--- src/rtl/shift_reg_universal.sv ---
// Universal shift register with per-cycle mode select and a serial frame counter
// that captures each completed word. Optional: SHIFT_REG_ARITH_SHIFT_EN (MODE 111 = arithmetic shift right).
module shift_reg_universal #(
  parameter int WIDTH     = 8,
  parameter int FRAME_LEN = 8
) (
  input  logic                         CLK,
  input  logic                         RST_N,
  input  logic                         EN,
  input  logic [2:0]                   MODE,
  input  logic                         SIN_L,
  input  logic                         SIN_R,
  input  logic [WIDTH-1:0]             PIN,
  output logic [WIDTH-1:0]             POUT,
  output logic                         SOUT_L,
  output logic                         SOUT_R,
  output logic [$clog2(FRAME_LEN)-1:0] BITCNT,
  output logic [WIDTH-1:0]             WORD_OUT,
  output logic                         WORD_VLD
);

  localparam int CW = $clog2(FRAME_LEN);

  typedef enum logic [2:0] {
    MODE_HOLD  = 3'b000,
    MODE_SHL   = 3'b001,
    MODE_SHR   = 3'b010,
    MODE_ROL   = 3'b011,
    MODE_ROR   = 3'b100,
    MODE_LOAD  = 3'b101,
    MODE_CLEAR = 3'b110,
    MODE_AUX   = 3'b111
  } mode_e;

  mode_e            mode;
  logic [WIDTH-1:0] pout_q, pout_nxt;
  logic [CW-1:0]    cnt_q, cnt_nxt;
  logic [WIDTH-1:0] word_q, word_nxt;
  logic             vld_q, vld_nxt;
  logic             counting;

  assign mode = mode_e'(MODE);

  always_comb begin
    pout_nxt = pout_q;
    cnt_nxt  = cnt_q;
    word_nxt = word_q;
    vld_nxt  = 1'b0;
    counting = 1'b0;
    if (EN) begin
      case (mode)
        MODE_HOLD: ;
        MODE_SHL: begin
          pout_nxt = {pout_q[WIDTH-2:0], SIN_L};
          counting = 1'b1;
        end
        MODE_SHR: begin
          pout_nxt = {SIN_R, pout_q[WIDTH-1:1]};
          counting = 1'b1;
        end
        MODE_ROL:  pout_nxt = {pout_q[WIDTH-2:0], pout_q[WIDTH-1]};
        MODE_ROR:  pout_nxt = {pout_q[0], pout_q[WIDTH-1:1]};
        MODE_LOAD: begin
          pout_nxt = PIN;
          cnt_nxt  = '0;
        end
        MODE_CLEAR: begin
          pout_nxt = '0;
          cnt_nxt  = '0;
        end
        MODE_AUX: begin
`ifdef SHIFT_REG_ARITH_SHIFT_EN
          pout_nxt = {pout_q[WIDTH-1], pout_q[WIDTH-1:1]};
`endif
        end
        default: ;
      endcase
      // The captured word is the post-shift value, so it is taken from pout_nxt.
      if (counting) begin
        if (cnt_q == CW'(FRAME_LEN - 1)) begin
          cnt_nxt  = '0;
          word_nxt = pout_nxt;
          vld_nxt  = 1'b1;
        end else begin
          cnt_nxt = cnt_q + 1'b1;
        end
      end
    end
  end

  always_ff @(posedge CLK) begin
    if (!RST_N) begin
      pout_q <= '0;
      cnt_q  <= '0;
      word_q <= '0;
      vld_q  <= 1'b0;
    end else begin
      pout_q <= pout_nxt;
      cnt_q  <= cnt_nxt;
      word_q <= word_nxt;
      vld_q  <= vld_nxt;
    end
  end

  assign POUT     = pout_q;
  assign SOUT_L   = pout_q[WIDTH-1];
  assign SOUT_R   = pout_q[0];
  assign BITCNT   = cnt_q;
  assign WORD_OUT = word_q;
  assign WORD_VLD = vld_q;

endmodule

--- config.mk ---
export PLATFORM = sky130hd
export DESIGN_NAME = shift_reg_universal
export DESIGN_NICKNAME = d
export VERILOG_FILES = /design/src/rtl/shift_reg_universal.sv
export SDC_FILE = /design/constraint.sdc
export NUM_CORES = 1
export LEC_CHECK = 0
export ABC_AREA = 1
export BUFFER_PORTS_ARGS = -buffer_cell sky130_fd_sc_hd__buf_2
export CAP_MARGIN = 10
export CORE_ASPECT_RATIO = 0.75
export CORE_MARGIN = 2
export CORE_UTILIZATION = 25
export DETAILED_ROUTE_END_ITERATION = 6
export GPL_TIMING_DRIVEN = 0
export HOLD_SLACK_MARGIN = 0.05
export SETUP_SLACK_MARGIN = 0.1
export SLEW_MARGIN = 25
export SYNTH_ARGS = -nofsm -noshare
export SYNTH_HDL_FRONTEND = slang
export SYNTH_SLANG_ARGS = --single-unit
--- constraint.sdc ---
create_clock -name CLK -period 1.5 [get_ports CLK]
set_input_delay 0.15 -clock CLK [delete_from_list [all_inputs] [get_ports CLK]]
set_output_delay 0.15 -clock CLK [all_outputs]
set_load 0.005 [all_outputs]
Word level (Yosys, flattened, before mapping) --
Cells that the tools add are included.
Storage, ports and cells: register bits after elaboration 20, output and inout bits 22, input port bits 16
Operators by class: add/sub/neg operators 1, eq/ne operators 7, muxes and demuxes 7, reductions and logical operators 6
Operator list (count):
- $pmux W8 S6 | 1
- $eq A3 B3 Y1 const B | 4
- $mux W3 | 3
- $eq A3 B2 Y1 const B | 2
- $reduce_and A3 Y1 | 2
- $reduce_or A2 Y1 | 2
- $add A3 B1 Y3 const B | 1
- $eq A3 B1 Y1 const B | 1
- $mux W1 | 3
- $reduce_and A2 Y1 | 1
- $reduce_bool A2 Y1 | 1

Longest topological paths before layout --
Gate-level depths: netlist of run 1.
word-level depth 6, mapped depth 9

Least setup slack after synthesis of run 1 --
OpenSTA, ideal clock, no wires.
kind register -> register, from register cnt_q[0] (netlist: BITCNT[0]), to register word_q[0] (netlist: WORD_OUT[0]), path slack 0.302 ns, path buffers 0, clock period less this slack 1.198 ns, required time 1.391 ns, stages on the path, launching flop included 8, library setup time 0.109 ns, arrival time 1.089 ns, cell sequence dfxtp_1 -> ha_1 -> ha_1 -> nand3_4 -> clkinv_4 -> nand3_1 -> nand2_1 -> inv_1
On the way: cells in the longest elaborated chain, start to end 2
Ends and longest elaborated chain:
- start, declared | RTL line 37 | logic [CW-1:0] cnt_q, cnt_nxt;
- start signal, assigned | RTL line 99 | cnt_q <= cnt_nxt;
- $eq A3 B3 Y1 | RTL line 80 | if (cnt_q == CW'(FRAME_LEN - 1)) begin
- $reduce_and A3 Y1 (no source line)
- end signal, assigned | RTL line 100 | word_q <= word_nxt;
- end, declared | RTL line 38 | logic [WIDTH-1:0] word_q, word_nxt;
No other way between the ends. A chain may end at the register's enable or synchronous reset.

Worst setup path in the final report of run 1 --
from register cnt_q[1] (netlist: BITCNT[1]), to register word_q[3] (netlist: WORD_OUT[3])
Same word-level chain as after synthesis.

==> results.json, run 1 <==
{
  "drv_cap": 0,
  "cts.clk_slew.worst_paths_ps": 70,
  "grt_max_degree": 12,
  "synth_top_family_by_area": "simple AND/OR/NAND/NOR gates",
  "dr.first_iter.drc_count": 82,
  "grt_pass1_vias": 1463,
  "antenna_found_initial": 0,
  "gp_congestion": 0.877,
  "crit_fanout": 8,
  "grt_first_pass_wirelength_mm": 7.01,
  "ir_drop_uv": 434,
  "cp_slowest_cell": "dfxtp_1",
  "synth_fa_ha_area_share_pct": 1.74,
  "place_area_um2": 1700,
  "synthMuxAreaShare_pct": 0,
  "rsz0062_at_grt": "false",
  "cp.required_ps": 1660,
  "path_buf_inv": 2,
  "fp.coreArea_um2": 5440,
  "clkLatencyLatePin_ps": 260,
  "vias_per_cell": 4.76,
  "ys_seq_elements": 20,
  "root_buffer": "clkbuf_8",
  "fp-row-count": 23,
  "syn_area_um2": 1440,
  "cts_tree": "built",
  "pwr-share-seq_pct": 46.6,
  "n_antenna_cell": 0,
  "syn_inst": 218,
  "netlist-cell-type-count": 22,
  "cts_inserted_buffers": 3,
  "drive_gt1_share_pct": 26.0,
  "wirelength_mm": 4.16,
  "port_buffers": 34,
  "utilization_pct": 32.9,
  "clockBufferDepth": 2,
  "max_freq_mhz": 788,
  "combPwrFrac_pct": 20.5,
  "switching_share_pct": 29.6,
  "fillCellCount": 588,
  "critPathArrivalTime_ps": 1430,
  "dp_hpwl_mm": 3.04,
  "cts_max_level": 1,
  "period_needed_ps": 1270,
  "drc_errors": 0,
  "powerDensity_nw_per_um2": 697,
  "dieArea_um2": 6380,
  "start_util_pct": 26.5,
  "power_leakage_nw": 0.908,
  "status": "finished, final reports clean",
  "syn_avg_cell_area_um2": 6.60,
  "synth-xor-area-share_pct": 0,
  "track_usage_pct": 13.3,
  "worstMarginPinSlew_ps": 559,
  "synthSimpleGateAreaFrac_pct": 49.6,
  "vias": 1584,
  "period_share_pct": 84.6,
  "design_power_total_mw": 1.25,
  "yosysSeqAreaShare_pct": 27.8,
  "drt_first_pass_iters": 4,
  "cp_top_family": "adder cells",
  "ys_warn_count": 0,
  "postCtsHoldBufs": 0,
  "finalNetCount": 277,
  "syn_nets": 236,
  "end_kind": "flop",
  "area_growth_pct": 24.3,
  "wl_per_cell_um": 12.5,
  "final.setup.tns_ps": 0,
  "slew_viol_final": 0,
  "intPower_uw": 879,
  "slew_headroom_pct": 62.8,
  "fin_skew_ps": 2.83,
  "setup_viol_count_final": 0,
  "pin_count": 38,
  "slowest_delay_ps": 360,
  "hold_slack_ps": 343,
  "hp-class": "primary input to flop",
  "hold_violations": 0,
  "criticalPathCategory": "flop to flop",
  "crit_chain": "ha_1 > ha_4 > nand3_4 > clkinv_4 > nand3_1 > nand2_1 > inv_1",
  "worstSetupStartpointType": "flop",
  "synth_compound_area_share_pct": 3.83,
  "die_w_um": 91.6,
  "overflow": 0,
  "final_area_um2": 1790,
  "postRouteAntennaNets": 0,
  "clock_sinks": 20,
  "power_frac_clock_pct": 32.9,
  "die_h_um": 69.7,
  "p_switching_uw": 369
}
-- state kept, by name, indices dropped and copies added (netlist names) --
signal    cells
POUT          8
WORD_OUT      8
BITCNT        3
WORD_VLD      1
-- per-layer routing --
layer  vias to the layer above  wire length (um)  global-route usage, %  part of all wire [%]
met5                         -                 0                      0                     0
met4                         0                11                   1.52                  0.26
met3                         2               313                   3.37                   7.5
met2                        60              1790                   21.1                    43
met1                       705              2050                   18.6                    49
li1                        817                 -                      -                     -
-- metrics by stage --
| step | setup slack (ps) | std cells |
|---|---|---|
| 6_report | 230 | 333 |
| 2_1_floorplan | 302 | 218 |
| 4_1_cts | 153 | 331 |
| 3_5_place_dp | 166 | 327 |
| 5_1_grt | 124 | 333 |
| 3_3_place_gp | 172 | 327 |
-- Yosys cell counts, drive strengths merged --
master  count  area share (%)
a21oi      11             3.8
buf        14             7.6
clkbuf      2            0.52
clkinv      1            0.61
dfxtp      20              28
ha          2             1.7
inv        30             8.3
nand2      34             9.6
nand3      44              17
nand3b      1            0.52
nand4      32              14
nor2       27             8.2
-- power by group through the flow --
| stage | Combinational (mW) | Sequential, mW | Clock [mW] |
|---|---|---|---|
| after floorplan | 0.176 | 0.584 | 0 |
| after global placement | 0.251 | 0.593 | 0 |
| after detailed placement | 0.253 | 0.593 | 0 |
| after CTS | 0.254 | 0.580 | 0.428 |
| after global routing | 0.287 | 0.584 | 0.438 |
| final | 0.256 | 0.581 | 0.410 |
-- worst paths after layout --
check / startpoint / cells past startpoint / endpoint / slack, ps
worst max-delay path: BITCNT[1]$_SDFFE_PN0P_ / 7 / WORD_OUT[3]$_SDFFE_PN0P_ / 230
worst min-delay path: SIN_L / 7 / WORD_OUT[0]$_SDFFE_PN0P_ / 340
worst max register to register: BITCNT[1]$_SDFFE_PN0P_ / 7 / WORD_OUT[3]$_SDFFE_PN0P_ / 230
worst min register to register: BITCNT[0]$_SDFFE_PN0P_ / 2 / BITCNT[0]$_SDFFE_PN0P_ / 490
-- layout make-up --
| class | count | area (um^2) | share of cell area [%] |
|---|---|---|---|
| Buffer | 16 | 116 | 6.50 |
| Clock buffer | 4 | 55.1 | 3.08 |
| Inverter | 31 | 129 | 7.20 |
| Multi-Input combinational cell | 152 | 816 | 45.6 |
| Sequential cell | 20 | 402 | 22.4 |
| Tap cell | 75 | 93.8 | 5.24 |
| Timing Repair Buffer | 35 | 178 | 9.93 |
-- worst register-to-register path, stage by stage, from the launching register on --
cell      delay, ps
dfxtp_1         360
ha_1            210
ha_4            180
nand3_4         120
clkinv_4        120
nand3_1          90
nand2_1          70
inv_1            30
-- cells in the final DEF (no fill, tap or decap), drive strengths merged --
cell type   n
inv        30
nand2      34
buf        49
nand3      45
clkbuf      6
ha          2
nand3b      1
dfxtp      20
a21oi      11
nand4      32
clkinv      1
nor2       27
-- cell families after synthesis --
family,after synthesis
AOI/OAI and AO/OA,11
adders and majority gates,2
DFF,20
and+or+nand+nor,138
buffers and inverters,47
-- what timing repair did --
item | 4_1_cts | 5_1_grt
endpoints found under the setup margin | 0 | 8
gates resized for setup | 0 | 3
buffers inserted | 0 | 1
(Power assumes the default switching activity.)
==> run 2, diff against run 1 <==
- clock period: 1.5 -> 1.07 ns (I/O delays scaled with it)
==> run 2 against run 1 <==
- the run now ends with setup timing left
- wire length grew 5.3%
- clock-buffer cell count is the same
- non-clock buffer count grew 6
- via count grew 4.0%
- largest power group unchanged
==> results.json, run 2 (synthesis gave the netlist of run 1 again) <==
{
  "place_area_um2": 1730,
  "dp_hpwl_mm": 3.07,
  "max_freq_mhz": 835,
  "reg2reg_from": "BITCNT[0]$_SDFFE_PN0P_",
  "final_common_cell": "buf_2",
  "cts_max_level": 1,
  "worstSetupStartpointType": "flop",
  "min_to": "BITCNT[1]$_SDFFE_PN0P_",
  "period_needed_ps": 1200,
  "cts_tree": "built",
  "start_util_pct": 26.5,
  "worstMarginPinSlew_ps": 516,
  "r2r_cells": 7,
  "drive_gt1_share_pct": 37.3,
  "cp_slowest_cell": "dfxtp_4",
  "crit_chain": "ha_4 > ha_4 > nand3_4 > buf_6 > a21oi_1 > nand2_1 > inv_1",
  "wl_per_cell_um": 13.0,
  "criticalPathCategory": "flop to flop",
  "vias": 1647,
  "layout_common_cells": "40 x buf_2, 36 x nand3_1, 32 x nand2_1, 32 x nand4_1, 26 x inv_1",
  "rsz0062_at_grt": "true",
  "worst_slack_ps": -127,
  "root_buffer": "clkbuf_8",
  "cts_inserted_buffers": 3,
  "die_h_um": 69.7,
  "slowest_delay_ps": 360,
  "port_buffers": 34,
  "hold_violations": 0,
  "slew_viol_final": 0,
  "pin_count": 38,
  "finalNonFillerCells": 338,
  "end_kind": "flop",
  "track_usage_pct": 14.1,
  "postRouteAntennaNets": 0,
  "area_growth_pct": 34.4,
  "drt_first_pass_iters": 4,
  "clockBufferDepth": 2,
  "grt_max_degree": 12,
  "critPathArrivalTime_ps": 1350,
  "r2r_setup_slack_ps": -130,
  "final_area_um2": 1930,
  "ir_drop_uv": 455,
  "min-delay-start": "EN",
  "clkLatencyLatePin_ps": 260,
  "fp.coreArea_um2": 5440,
  "overflow": 0,
  "powerDensity_nw_per_um2": 885,
  "drv_cap": 0,
  "fillCellCount": 599,
  "cp.required_ps": 1230,
  "hp-class": "primary input to flop",
  "period_share_pct": 112,
  "r2r-end": "WORD_OUT[7]$_SDFFE_PN0P_",
  "status": "finished, violations left",
  "grt_first_pass_wirelength_mm": 7.45,
  "wirelength_mm": 4.38,
  "post-place-cells": 327,
  "n_antenna_cell": 0,
  "grt_pass1_vias": 1554,
  "die_w_um": 91.6,
  "clock_sinks": 20,
  "vias_per_cell": 4.87,
  "postCtsHoldBufs": 0,
  "violations": "setup timing",
  "fin_skew_ps": 10.2,
  "pre_cts_ws_ps": -149,
  "cts.clk_slew.worst_paths_ps": 80,
  "slew_headroom_pct": 65.6,
  "finalNetCount": 282,
  "path_common_cell": "ha_4",
  "worst_hold_path.num_cells": 5,
  "crit_fanout": 5,
  "dieArea_um2": 6380,
  "dr.first_iter.drc_count": 80,
  "fp-row-count": 23,
  "setup_viol_count_final": 10,
  "power_leakage_nw": 0.972,
  "drc_errors": 0,
  "gp_congestion": 0.822,
  "antenna_found_initial": 0
}
run 2: cell types whose count changed in the layout (fill, tap and decap cells not counted), sizes merged:
cell | previous run | this run
buf | 49 | 55
nand3 | 45 | 44
run 2: through the flow:
step / hold WS [ps] / utilization, % / TNS (ps) / total power, mW
2_1_floorplan: 391 / - / -51.8 / 1.06
3_3_place_gp: 479 / 31.9 / -1510 / 1.18
3_5_place_dp: 482 / 31.9 / -1690 / 1.19
4_1_cts: 274 / 34.2 / -1030 / 1.71
5_1_grt: 314 / 35.6 / -1780 / 1.80
6_report: 275 / 35.6 / -1060 / 1.71
run 2: power breakdown:
part,switching (mW),leakage [nW],internal (mW)
Clock,0.244,0.0228,0.265
Sequential,0.0496,0.168,0.767
Combinational,0.235,0.782,0.150
run 2: layout make-up:
type / instances / area, um^2 / area share (%)
multi-input combinational: 151 / 882 / 45.6
sequential: 20 / 425 / 22.0
timing repair buffer: 41 / 243 / 12.5
inverter: 31 / 129 / 6.66
buffer: 16 / 116 / 6.02
tap: 75 / 93.8 / 4.85
clock buffer: 4 / 45.0 / 2.33
run 2: timing repair:
item,CTS,global route
gates cloned,0,0
hold endpoints to repair,0,0
setup buffers,5,2
pin swaps,5,13
setup endpoints to repair,28,23
gates resized for setup,17,17
run 2: routing by layer:
| layer | track usage (%) | share of wire [%] |
|---|---|---|
| met2 | 22.4 | 43 |
| met5 | 0 | 0 |
| met3 | 2.83 | 7.9 |
| met1 | 20.1 | 49 |
| met4 | 2.19 | 0.27 |
run 2: worst max-delay path by stage:
stage                                 startpoint                  endpoint  slack [ps]  cells after the start
final                     BITCNT[0]$_SDFFE_PN0P_  WORD_OUT[7]$_SDFFE_PN0P_        -130                      7
after global routing      BITCNT[1]$_SDFFE_PN0P_  WORD_OUT[2]$_SDFFE_PN0P_        -200                      7
after CTS                 BITCNT[1]$_SDFFE_PN0P_  WORD_OUT[5]$_SDFFE_PN0P_        -120                      7
after detailed placement  BITCNT[0]$_SDFFE_PN0P_  WORD_OUT[7]$_SDFFE_PN0P_        -150                      7
after global placement    BITCNT[0]$_SDFFE_PN0P_  WORD_OUT[7]$_SDFFE_PN0P_        -140                      7
after floorplan           BITCNT[0]$_SDFFE_PN0P_  WORD_OUT[7]$_SDFFE_PN0P_          -6                      7
run 2: critical path: cells and delay by family, from the launching register on:
family	cells	cell delay, ps
DFF	1	360
adders and majority gates	2	320
and+or+nand+nor	2	180
buffers and inverters	2	180
AOI/OAI and AO/OA	1	60
==> run 3, diff against run 2 <==
- RECOVER_POWER: not set -> 25
==> run 3 against run 2 <==
- the run still ends with setup timing left
- critical path depth stayed put
- clock power is essentially flat
- clock skew is the same
- highest routed layer unchanged
==> results.json, run 3 (synthesis gave the netlist of run 1 again) <==
{
  "cts_tree": "built",
  "rsz0062_at_grt": "true",
  "final.setup.tns_ps": -1060,
  "setup_viol_count_final": 10,
  "grt_pass1_vias": 1554,
  "seq_area_um2": 425,
  "period_share_pct": 112,
  "track_usage_pct": 14.1,
  "drt_first_pass_iters": 4,
  "r2r_cells": 7,
  "grt_max_degree": 12,
  "clkLatencyLatePin_ps": 260,
  "finalNetCount": 282,
  "crit_fanout": 5,
  "fillCellCount": 599,
  "max_freq_mhz": 835,
  "power_frac_clock_pct": 29.8,
  "utilization_pct": 35.5,
  "n_antenna_cell": 0,
  "dr.first_iter.drc_count": 80,
  "criticalPathCategory": "flop to flop",
  "crit_start": "BITCNT[0]$_SDFFE_PN0P_",
  "gp_congestion": 0.822,
  "cp.required_ps": 1230,
  "period_needed_ps": 1200,
  "slew_headroom_pct": 65.6,
  "switching_share_pct": 30.9,
  "layout_common_cells": "38 x buf_2, 36 x nand3_1, 32 x nand2_1, 32 x nand4_1, 26 x inv_1",
  "r2r-end": "WORD_OUT[7]$_SDFFE_PN0P_",
  "cts_max_level": 1,
  "grt_first_pass_wirelength_mm": 7.45,
  "end_kind": "flop",
  "powerDensity_nw_per_um2": 886,
  "drv_cap": 0,
  "pin_count": 38,
  "antenna_found_initial": 0,
  "place_area_um2": 1730,
  "dp_hpwl_mm": 3.07,
  "overflow": 0,
  "vias_per_cell": 4.87,
  "clock_sinks": 20,
  "cp-endpoint": "WORD_OUT[7]$_SDFFE_PN0P_",
  "cts_inserted_buffers": 3,
  "r2r_setup_slack_ps": -130,
  "hold_violations": 0,
  "wl_per_cell_um": 13.0,
  "wirelength_mm": 4.38,
  "root_buffer": "clkbuf_8",
  "ir_drop_uv": 455,
  "vias": 1647,
  "drc_errors": 0,
  "final_area_um2": 1930,
  "intPower_mw": 1.18,
  "start_util_pct": 26.5,
  "final_common_cell": "buf_2",
  "area_growth_pct": 34.3,
  "fp.coreArea_um2": 5440,
  "slew_viol_final": 0,
  "combPwrFrac_pct": 22.5,
  "reg2reg_from": "BITCNT[0]$_SDFFE_PN0P_",
  "cts.clk_slew.worst_paths_ps": 80,
  "port_buffers": 34,
  "clockBufferDepth": 2,
  "violations": "setup timing",
  "hp-class": "primary input to flop",
  "status": "finished, violations left",
  "drive_gt1_share_pct": 36.5,
  "worstSetupStartpointType": "flop",
  "fin_skew_ps": 10.2,
  "worstMarginPinSlew_ps": 516,
  "worst_slack_ps": -127,
  "die_w_um": 91.6,
  "p_switching_uw": 529,
  "postRouteAntennaNets": 0,
  "fp-row-count": 23,
  "critPathArrivalTime_ps": 1350,
  "multiInputGateArea_um2": 882,
  "dieArea_um2": 6380,
  "pwr-share-seq_pct": 47.7,
  "die_h_um": 69.7,
  "power_leakage_nw": 0.964
}
==> run 3: cell types whose count changed in the layout (fill, tap and decap cells not counted) <==
cell,change
buf_2,-2
clkbuf_1,+2
==> run 3: metrics by stage <==
| step | instances | setup slack [ps] | hold WS [ps] | power, mW |
|---|---|---|---|---|
| floorplan | 218 | -6.47 | 391 | 1.06 |
| global placement | 327 | -142 | 479 | 1.18 |
| detailed placement | 327 | -149 | 482 | 1.19 |
| CTS | 336 | -120 | 274 | 1.71 |
| global route | 338 | -200 | 314 | 1.80 |
| finish | 338 | -127 | 275 | 1.71 |
==> run 3: cell type report <==
cell class                      instances  area share (%)
Tap cell                               75            4.86
Clock buffer                            4            2.33
Sequential cell                        20            22.0
Inverter                               31            6.67
Buffer                                 16            6.02
Multi-Input combinational cell        151            45.7
Timing Repair Buffer                   41            12.4
==> run 3: layer usage <==
layer	vias to the layer above	track usage, %	part of all wire, %
met5	-	0	0
li1	828	-	-
met1	756	20.1	49
met3	2	2.83	7.9
met4	0	2.19	0.27
met2	61	22.4	43
==> run 3: power groups by stage <==
stage          clock, mW  combinational (mW)  sequential [mW]
6_report           0.509               0.386            0.816
3_3_place_gp           0               0.353            0.832
5_1_grt            0.551               0.428            0.821
4_1_cts            0.528               0.366            0.820
2_1_floorplan          0               0.247            0.818
3_5_place_dp           0               0.356            0.833
==> run 3: repair_timing <==
item / in CTS / in global routing
pin swaps: 5 / 13
buffers inserted: 5 / 2
gates resized for setup: 17 / 17
hold buffers: 0 / 0
endpoints found under the setup margin: 28 / 23
==> run 3: how the worst min path moves through the flow <==
stage	startpoint	to	slack, ps	cells past startpoint
6_report	EN	BITCNT[1]$_SDFFE_PN0P_	270	5
2_1_floorplan	WORD_VLD$_SDFF_PN0_	WORD_VLD	390	0
3_3_place_gp	BITCNT[1]$_SDFFE_PN0P_	BITCNT[1]$_SDFFE_PN0P_	480	2
5_1_grt	EN	POUT[3]$_SDFFE_PN0P_	310	5
3_5_place_dp	BITCNT[1]$_SDFFE_PN0P_	BITCNT[1]$_SDFFE_PN0P_	480	2
4_1_cts	EN	BITCNT[1]$_SDFFE_PN0P_	270	5
==> run 3: critical path, stage by stage, from the launching register on <==
cell     delay, ps
dfxtp_4        360
ha_4           160
ha_4           160
nand3_4        100
buf_6          150
a21oi_1         60
nand2_1         80
inv_1           30
